==> src/rtl/sram_mem_arbiter_if.sv <==
// Core-side SRAM request ports plus the shared req/ack memory bus seen by sram_mem_arbiter.
// master = the arbiter; slave = the core and memory it sits between.
interface sram_mem_arbiter_if #(
    parameter int AW = 32,
    parameter int DW = 32
);
    logic          inst_en;
    logic [AW-1:0] inst_addr;
    logic          data_en;
    logic [3:0]    data_wen;
    logic [AW-1:0] data_addr;
    logic [DW-1:0] data_wdata;
    logic [DW-1:0] inst_rdata;
    logic [DW-1:0] data_rdata;
    logic          stall_req;
    logic          mem_req;
    logic [3:0]    mem_we;
    logic [AW-1:0] mem_addr;
    logic [DW-1:0] mem_wdata;
    logic          mem_ack;
    logic [DW-1:0] mem_rdata;

    modport master (
        input  inst_en, inst_addr, data_en, data_wen, data_addr, data_wdata, mem_ack, mem_rdata,
        output inst_rdata, data_rdata, stall_req, mem_req, mem_we, mem_addr, mem_wdata
    );

    modport slave (
        output inst_en, inst_addr, data_en, data_wen, data_addr, data_wdata, mem_ack, mem_rdata,
        input  inst_rdata, data_rdata, stall_req, mem_req, mem_we, mem_addr, mem_wdata
    );
endinterface

==> src/rtl/sram_mem_arbiter.sv <==
// Serialises core fetch and load/store onto one single-port req/ack memory bus, data first.
// Latency: 1 request cycle + (wait+1) per access + 1 DONE cycle; read data valid from DONE.
// Backpressure: stall_req freezes the core while an access is outstanding; mem_ack may take any time.
module sram_mem_arbiter #(
    parameter int AW = 32,
    parameter int DW = 32
) (
    input  logic               clk,
    input  logic               resetn,
    sram_mem_arbiter_if.master bus
);
    typedef enum logic [1:0] {IDLE, D_WAIT, I_WAIT, DONE} state_t;

    typedef struct packed {
        logic [3:0]    wen;
        logic [AW-1:0] addr;
        logic [DW-1:0] wdata;
    } dreq_t;

    state_t        state_q, state_d;
    dreq_t         dreq_q;
    logic [AW-1:0] iaddr_q;
    logic          inst_pend_q;
    logic [DW-1:0] inst_rdata_q;
    logic [DW-1:0] data_rdata_q;

    logic          stall_c;
    logic          mem_req_c;
    logic [3:0]    mem_we_c;
    logic [AW-1:0] mem_addr_c;
    logic [DW-1:0] mem_wdata_c;

    // Bus fields are driven only from capture registers so they cannot move while the core changes inputs.
    always_comb begin
        state_d     = state_q;
        stall_c     = 1'b0;
        mem_req_c   = 1'b0;
        mem_we_c    = 4'b0;
        mem_addr_c  = '0;
        mem_wdata_c = '0;
        case (state_q)
            IDLE: begin
                stall_c = bus.inst_en | bus.data_en;
                if (bus.data_en) begin
                    state_d = D_WAIT;
                end else if (bus.inst_en) begin
                    state_d = I_WAIT;
                end
            end
            D_WAIT: begin
                stall_c     = 1'b1;
                mem_req_c   = 1'b1;
                mem_we_c    = dreq_q.wen;
                mem_addr_c  = dreq_q.addr;
                mem_wdata_c = dreq_q.wdata;
                if (bus.mem_ack) begin
                    state_d = inst_pend_q ? I_WAIT : DONE;
                end
            end
            I_WAIT: begin
                stall_c    = 1'b1;
                mem_req_c  = 1'b1;
                mem_addr_c = iaddr_q;
                if (bus.mem_ack) begin
                    state_d = DONE;
                end
            end
            DONE: begin
                state_d = IDLE;
            end
            default: begin
                state_d = IDLE;
            end
        endcase
    end

    always_ff @(posedge clk or negedge resetn) begin
        if (!resetn) begin
            state_q      <= IDLE;
            dreq_q       <= '0;
            iaddr_q      <= '0;
            inst_pend_q  <= 1'b0;
            inst_rdata_q <= '0;
            data_rdata_q <= '0;
        end else begin
            state_q <= state_d;
            if (state_q == IDLE && bus.data_en) begin
                dreq_q      <= '{wen: bus.data_wen, addr: bus.data_addr, wdata: bus.data_wdata};
                iaddr_q     <= bus.inst_addr;
                inst_pend_q <= bus.inst_en;
            end else if (state_q == IDLE && bus.inst_en) begin
                iaddr_q     <= bus.inst_addr;
                inst_pend_q <= 1'b0;
            end
            // A store ack carries no useful data, so only loads update data_rdata.
            if (state_q == D_WAIT && bus.mem_ack && dreq_q.wen == 4'b0) begin
                data_rdata_q <= bus.mem_rdata;
            end
            if (state_q == I_WAIT && bus.mem_ack) begin
                inst_rdata_q <= bus.mem_rdata;
            end
        end
    end

    assign bus.stall_req  = stall_c;
    assign bus.mem_req    = mem_req_c;
    assign bus.mem_we     = mem_we_c;
    assign bus.mem_addr   = mem_addr_c;
    assign bus.mem_wdata  = mem_wdata_c;
    assign bus.inst_rdata = inst_rdata_q;
    assign bus.data_rdata = data_rdata_q;
endmodule

==> src/flat_wrapper.sv <==
// flat-port wrapper written by rule: the top's interface ports become plain ports
module sram_mem_arbiter_flat 
#(
    parameter int AW = 32,
    parameter int DW = 32
)
  (clk, resetn, bus_inst_en, bus_inst_addr, bus_data_en, bus_data_wen, bus_data_addr, bus_data_wdata, bus_mem_ack, bus_mem_rdata, bus_inst_rdata, bus_data_rdata, bus_stall_req, bus_mem_req, bus_mem_we, bus_mem_addr, bus_mem_wdata);
  sram_mem_arbiter_if #(.AW(AW), .DW(DW)) bus_i ();
  input  logic clk;
  input  logic resetn;
  input wire logic [$bits(bus_i.inst_en)-1:0] bus_inst_en;
  input wire logic [$bits(bus_i.inst_addr)-1:0] bus_inst_addr;
  input wire logic [$bits(bus_i.data_en)-1:0] bus_data_en;
  input wire logic [$bits(bus_i.data_wen)-1:0] bus_data_wen;
  input wire logic [$bits(bus_i.data_addr)-1:0] bus_data_addr;
  input wire logic [$bits(bus_i.data_wdata)-1:0] bus_data_wdata;
  input wire logic [$bits(bus_i.mem_ack)-1:0] bus_mem_ack;
  input wire logic [$bits(bus_i.mem_rdata)-1:0] bus_mem_rdata;
  output wire logic [$bits(bus_i.inst_rdata)-1:0] bus_inst_rdata;
  output wire logic [$bits(bus_i.data_rdata)-1:0] bus_data_rdata;
  output wire logic [$bits(bus_i.stall_req)-1:0] bus_stall_req;
  output wire logic [$bits(bus_i.mem_req)-1:0] bus_mem_req;
  output wire logic [$bits(bus_i.mem_we)-1:0] bus_mem_we;
  output wire logic [$bits(bus_i.mem_addr)-1:0] bus_mem_addr;
  output wire logic [$bits(bus_i.mem_wdata)-1:0] bus_mem_wdata;
  assign bus_i.inst_en = bus_inst_en;
  assign bus_i.inst_addr = bus_inst_addr;
  assign bus_i.data_en = bus_data_en;
  assign bus_i.data_wen = bus_data_wen;
  assign bus_i.data_addr = bus_data_addr;
  assign bus_i.data_wdata = bus_data_wdata;
  assign bus_i.mem_ack = bus_mem_ack;
  assign bus_i.mem_rdata = bus_mem_rdata;
  assign bus_inst_rdata = bus_i.inst_rdata;
  assign bus_data_rdata = bus_i.data_rdata;
  assign bus_stall_req = bus_i.stall_req;
  assign bus_mem_req = bus_i.mem_req;
  assign bus_mem_we = bus_i.mem_we;
  assign bus_mem_addr = bus_i.mem_addr;
  assign bus_mem_wdata = bus_i.mem_wdata;
  sram_mem_arbiter #(.AW(AW), .DW(DW)) u_core (.clk(clk), .resetn(resetn), .bus(bus_i));
endmodule
==> config.mk <==
export PLATFORM = sky130hd
export DESIGN_NAME = sram_mem_arbiter_flat
export DESIGN_NICKNAME = d
export VERILOG_FILES = /design/src/rtl/sram_mem_arbiter_if.sv /design/src/rtl/sram_mem_arbiter.sv /design/src/flat_wrapper.sv
export SDC_FILE = /design/constraint.sdc
export NUM_CORES = 1
export LEC_CHECK = 0
export BUFFER_PORTS_ARGS = -buffer_cell sky130_fd_sc_hd__buf_4
export CORE_MARGIN = 10
export CORE_UTILIZATION = 44
export CTS_CLUSTER_DIAMETER = 100
export DETAILED_ROUTE_END_ITERATION = 16
export HOLD_SLACK_MARGIN = 0.1
export PLACE_DENSITY = 0.81
export SYNTH_ARGS = -nofsm -noshare
export SYNTH_HDL_FRONTEND = slang
export SYNTH_SLANG_ARGS = --single-unit
==> constraint.sdc <==
create_clock -name clk -period 1.6 [get_ports clk]
set_input_delay 0.08 -clock clk [delete_from_list [all_inputs] [get_ports clk]]
set_output_delay 0.08 -clock clk [all_outputs]
set_load 0.01 [all_outputs]
==> results of run 1 <==
## kinds of logic after synthesis
group | Yosys count
flops | 167
buf+inv | 36
mux | 166
simple gates | 77
fa+ha+maj | 6
compound gates | 38
## Yosys cell counts (all sizes together)
library cell,n
dfrtp,167
mux2,165
and2,37
nor2,35
a22oi,32
buf,22
clkbuf,10
ha,6
inv,4
a21oi,3
a22o,1
mux2i,1
nand2,1
nand2b,1
nand3b,1
nor2b,1
nor4b,1
o21ai,1
o2bb2ai,1
## report_power, final
part / internal [mW] / switching [mW]
clock network: 2.52 / 1.85
registers: 6.37 / 1.65
logic: 8.46 / 6.08
## critical path, cell delays in order (launching register included)
cell	delay (ps)
dfrtp_1	420
inv_2	130
ha_4	290
clkbuf_16	210
a22oi_2	70
nor2_1	170
buf_4	150
## timing repair
item                                   in CTS  in global routing
resized for setup                         116                 88
setup endpoints to repair                  99                202
pin swaps                                   2                 24
endpoints found under the hold margin     333                  0
cloned                                      7                 18
setup buffers                               6                  6
hold buffers                              136                  0
## layout make-up
class | instances | area, µm² | area share
multi-input cells | 287 | 3360 | 0.258
flip-flops and latches | 167 | 4180 | 0.321
diodes | 1 | 2.50 | 0.000192
inverters | 4 | 20.0 | 0.00154
well taps | 216 | 270 | 0.0207
clock buffers | 18 | 439 | 0.0337
clock inverters | 14 | 171 | 0.0132
repair buffers | 466 | 4580 | 0.352
## flip-flops by register name, summed over array words and instances (netlist names)
register               cells
u_core.dreq_q             68
u_core.state_q             2
u_core.inst_pend_q         1
u_core.bus.data_rdata     32
u_core.bus.inst_rdata     32
u_core.iaddr_q            32
## worst paths after layout
path	startpoint	end	slack, ps	depth (start not counted)
max in group asynchronous	resetn	u_core.bus.data_rdata[11]$_DFFE_PN0P_	820	3
min in group clk	bus_data_wdata[2]	u_core.dreq_q[2]$_DFFE_PN0P_	420	3
max	u_core.state_q[1]$_DFFE_PN0P_	bus_mem_addr[30]	-360	6
min reg2reg	u_core.bus.inst_rdata[6]$_DFFE_PN0P_	u_core.bus.inst_rdata[6]$_DFFE_PN0P_	510	1
min	resetn	u_core.bus.data_rdata[8]$_DFFE_PN0P_	140	2
max reg2reg	u_core.state_q[1]$_DFFE_PN0P_	u_core.bus.data_rdata[8]$_DFFE_PN0P_	-310	7
## placed cells by master, fill, tap and decap left out, types with 3 or more instances in the layout
cell type and instances:
buf_12 15, nor2_1 27, clkbuf_16 31, dfrtp_1 167
mux2_2 64, buf_6 42, a22oi_2 30, buf_16 7
clkinv_2 4, and2_1 7, bufinv_16 3, inv_6 5
mux2_4 101, nor2_2 8, dlygate4sd3_1 136, clkinv_4 3
ha_4 4, buf_4 250, and2_4 30
## stage by stage
step           power, mW  utilization
4_1_cts             24.4        0.769
6_report            26.9        0.820
5_1_grt             28.0        0.820
3_5_place_dp        17.6        0.604
2_1_floorplan       12.7            -
3_3_place_gp        17.1        0.604
## per-layer routing
layer	wire, µm	vias up	GRT usage	share of wire
met3	1990	71	0.0648	0.064
met1	11100	3169	0.267	0.36
met5	0	-	0	0
li1	-	2628	-	-
met4	1100	0	0.0847	0.035
met2	16800	306	0.447	0.54
==> results by group, run 1 <==
Route
  – DRT Pass-1 Iters: 5
  – Avg WL per Cell: 26.4 µm
  – Vias post-DR: 6174
  – ANT nets after route: 0
  – Total routed wirelength: 30900 µm
  – # DRC: 0
  – Vias/cell: 5.26
  – Initial drt markers: 371

Floorplanning
  – Die height: 147 µm
  – Core area: 15900 µm²
  – Rows: 46
  – Starting Density: 0.449
  – Die X: 147 µm
  – Number of top-level pins: 271
  – Die Area: 21700 µm²

Run status
  – Failing checks: negative setup slack
  – Status: finished, violations left

Critical path
  – Startpoint types: flip-flop
  – Crit Path Class: flip-flop to output port
  – WP data arrival: 1880 ps
  – Crit. End Element: output port
  – Worst EP required: 1520 ps
  – CP Max Fanout: 8

Layout
  – Post-route insts no fill: 1173
  – Share of cells above drive strength 1: 0.638
  – Area grow syn2layout: 82.7%
  – Nets: 1086
  – Filler cells: 778
  – Post-route cell area: 13000 µm²

Timing
  – Slew at the pin with the worst max-slew slack: 416 ps
  – Slew headroom: 0.722
  – Final setup violation count: 167
  – Fin worst setup slack: -365 ps
  – Final hold viol count: 0
  – Setup TNS: -31520 ps
  – Hold WS: 144 ps
  – Unrepaired setup endpoints after global routing: yes
  – Final min period: 1960 ps
  – Clk_skew: 9.31 ps
  – Slew Limit Fails: 0
  – Final worst path period share: 1.23
  – Highest clock rate: 0.509 GHz

Job
  – Max-capacitance violation count: 0

Synth
  – Synth Instances: 490
  – Adder-Cell Fraction of Synth Area: 0.0105
  – Synthesized area: 7130 µm²
  – Post-synthesis area per instance: 14.5 µm²
  – Warnings from Yosys: 0
  – Post-synthesis compound-gate area fraction: 0.0395
  – Synthesized flop and latch total: 167
  – Mapped Nets: 633
  – Multiplexer share of the synthesized area: 0.278
  – Largest area contributor in the netlist: dfrtp_1
  – Synth cell types: 22
  – Share of the synthesized area in the top cell type: 0.586
  – Top cells by area, synth: dfrtp_1, mux2_2, mux2_4
  – Largest family of logic cells by synthesized area: multiplexers
  – Synth Area in Simple Gates: 0.0593
  – Sequential share of the synthesized area: 0.586
  – Xor/xnor cell area share of the yosys netlist: 0

Global route
  – GRT Residual Overflow: 0
  – Vias in the first global route: 6984
  – GRT Resource Usage Total: 0.245
  – Initial antenna violation count: 1
  – First-pass GRT wire length: 41600 µm
  – Largest net degree at the start of global routing: 53

Pwr
  – PwrDens: 2070 nW/µm²
  – Pleak: 6.25 nW
  – Peak VDD IR: 1.12 mV

CTS
  – Clock-pin slew on the worst setup and hold paths: 70 ps
  – CTS tree: built
  – Clock Latency Late Sink: 430 ps
  – Clk buf depth: 2
  – CTS Sinks: 167
  – Clock Root Buffer: clkbuf_16
  – Htree depth: 4
  – Clock buffer count from CTS: 17

Place
  – DP Area: 9590 µm²
  – Gp weighted congestion: 0.799
  – Placed insts: 967
  – Port Buffers: 270
  – Dpl hpwl: 15900 µm
  – Post-Place Setup Slack: -0.998 ps

Worst hold path
  – Path category of the worst min-delay check: input port to asynchronous set/reset pin
No activity file was read; power rests on OpenSTA's default activity.
==> run 2, diff against run 1 <==
Settings changed: CAP_MARGIN set to 20, CORE_UTILIZATION 44 to 46, CTS_BUF_LIST set to sky130_fd_sc_hd__clkbuf_4, CTS_CLUSTER_SIZE set to 8, PLACE_DENSITY 0.81 to 0.84.
==> results by group, run 2 (synthesized netlist as in run 1, its figures left out) <==
Critical path
  – FF-to-FF path depth: 7 (unchanged)
  – Worst EP required: 1520 ps (about the same)
  – FF-to-FF setup slack: -250 ps (+60 ps)
  – Startpoint types: flip-flop
  – Critical Path Start: u_core.state_q[1]$_DFFE_PN0P_
  – Crit. End Element: output port
  – Crit Path Class: flip-flop to output port
  – WP data arrival: 2030 ps (+150 ps)
  – RR Startpoint: u_core.state_q[1]$_DFFE_PN0P_
  – Critical R2R Capture: u_core.bus.data_rdata[12]$_DFFE_PN0P_
  – CP Max Fanout: 7 (-1)

Run status
  – Status: finished, violations left
  – Failing checks: negative setup slack

CTS
  – CTS Sinks: 167 (unchanged)
  – Clock Root Buffer: clkbuf_4
  – CTS tree: built
  – Htree depth: 4 (unchanged)
  – Clk buf depth: 2 (unchanged)
  – Clock-pin slew on the worst setup and hold paths: 160 ps (+90 ps)
  – Clock buffer count from CTS: 17 (unchanged)
  – Clock Latency Late Sink: 600 ps (+170 ps)

Route
  – # DRC: 0 (unchanged)
  – Avg WL per Cell: 26.7 µm (+1.2%)
  – Vias/cell: 5.43 (+3.2%)
  – ANT nets after route: 0 (unchanged)
  – DRT Pass-1 Iters: 4 (-1)
  – Initial drt markers: 342 (-7.8%)
  – Vias post-DR: 6305 (+2.1%)
  – Total routed wirelength: 31000 µm (+0.14%)

Worst hold path
  – Hold EP: u_core.iaddr_q[19]$_DFFE_PN0P_
  – Path category of the worst min-delay check: input port to flip-flop
  – Hold Crit Start: bus_inst_addr[19]
  – Cell count of the worst hold path: 3

Layout
  – Commonest non-fill, non-tap cell in the layout: buf_4
  – Post-route insts no fill: 1161 (-1.0%)
  – Filler cells: 639 (-18%)
  – Utilization after layout: 0.861 (+0.0406)
  – Top reg by flops: u_core.dreq_q
  – Share of cells above drive strength 1: 0.656 (+0.0176)
  – Area grow syn2layout: 83.5%
  – Most frequent cells in the layout: buf_4, dfrtp_1, dlygate4sd3_1
  – Number of flip-flops in the largest register: 68 (unchanged)
  – Nets: 1100 (+1.3%)

Place
  – Gp weighted congestion: 0.815 (+2.0%)
  – Dpl hpwl: 15500 µm (-2.9%)
  – Placed insts: 933 (-3.5%)
  – Post-Place Setup Slack: -8.22 ps (-7.22 ps)
  – Port Buffers: 270 (unchanged)

Timing
  – Slew at the pin with the worst max-slew slack: 492 ps (+76.8 ps)
  – Final worst path period share: 1.32 (+0.0898)
  – Slew headroom: 0.672 (-0.0501)
  – Hold WS: 255 ps (+110 ps)
  – Final setup violation count: 174 (+4.2%)
  – Final hold viol count: 0 (unchanged)
  – Fin worst setup slack: -509 ps (-144 ps)
  – Final min period: 2110 ps (+144 ps)
  – Slew Limit Fails: 0 (unchanged)
  – Setup TNS: -39960 ps (-8440 ps)
  – Highest clock rate: 0.474 GHz (-6.8%)
  – Unrepaired setup endpoints after global routing: yes
  – Clk_skew: 22.4 ps (+13.1 ps)

Global route
  – GRT Residual Overflow: 0 (unchanged)
  – Vias in the first global route: 6941 (-0.62%)
  – Largest net degree at the start of global routing: 49 (-7.5%)
  – First-pass GRT wire length: 41500 µm (-0.13%)
  – GRT Resource Usage Total: 0.263 (+0.0184)
  – Initial antenna violation count: 3 (+2)

Pwr
  – Pleak: 6.23 nW (-0.25%)
  – PwrDens: 2050 nW/µm² (-1.1%)
  – Peak VDD IR: 1.03 mV (-8.1%)

Floorplanning
  – Starting Density: 0.469 (+0.0202)
  – Die X: 144 µm (-1.9%)
  – Rows: 45 (-2.2%)
  – Die height: 144 µm (-1.9%)
  – Core area: 15200 µm² (-4.3%)
  – Die Area: 20900 µm² (-3.8%)
  – Number of top-level pins: 271 (unchanged)

Job
  – Max-capacitance violation count: 0 (unchanged)
run 2: cell count changes in the layout (fill, tap and decap cells not counted), sizes merged:
cell / change
buf: +16
bufinv: +1
clkbuf: -4
clkinv: -6
clkinvlp: +3
diode: +2
dlygate4sd3: +1
inv: +3
run 2: report_power, final:
| part | leakage, nW | internal, mW | switching, mW |
|---|---|---|---|
| Clock | 0.171 | 1.28 | 1.73 |
| Sequential | 1.99 | 6.34 | 1.70 |
| Combinational | 4.07 | 9.16 | 6.55 |
run 2: layout make-up:
type / instances / area (µm²) / area share
clock buffers: 17 / 128 / 0.00976
multi-input cells: 287 / 3480 / 0.266
repair buffers: 480 / 4820 / 0.368
well taps: 188 / 235 / 0.0180
inverters: 4 / 25.0 / 0.00191
diodes: 3 / 7.51 / 0.000574
flip-flops and latches: 167 / 4180 / 0.320
clock inverters: 15 / 213 / 0.0163
run 2: worst max path at each step:
stage / cells after the start / endpoint
final: 7 / bus_mem_addr[8]
after global routing: 7 / bus_mem_addr[8]
after CTS: 7 / bus_mem_addr[7]
after detailed placement: 5 / u_core.dreq_q[20]$_DFFE_PN0P_
after global placement: 5 / u_core.dreq_q[32]$_DFFE_PN0P_
after floorplan: 7 / u_core.dreq_q[54]$_DFFE_PN0P_
run 2: metal layers:
metal  global-route usage  up-vias  share of wire
met4               0.0973        0          0.027
li1                     -     2664              -
met2                0.461      337           0.52
met5                    0        -              0
met3               0.0758       68          0.079
met1                0.297     3236           0.37
run 2: stage by stage:
step | power (mW) | instance area, µm²
6_report | 26.8 | 13100
5_1_grt | 27.8 | 13100
4_1_cts | 23.8 | 12200
3_5_place_dp | 17.5 | 9510
3_3_place_gp | 17.0 | 9510
2_1_floorplan | 12.7 | 7140
run 2: critical path, cell delays in order (launching register included):
cell and delay, ps:
dfrtp_2 490, inv_4 110, ha_4 210, buf_12 140, buf_16 130, a22oi_2 60, nor2_1 150, buf_4 150
run 2: what timing repair did:
| action | 4_1_cts | 5_1_grt |
|---|---|---|
| setup endpoints to repair | 109 | 212 |
| endpoints found under the hold margin | 334 | 0 |
| buffers inserted | 22 | 10 |
| pin swaps | 17 | 14 |
| resized for setup | 118 | 142 |
| hold buffers | 137 | 0 |
| cloned | 15 | 13 |
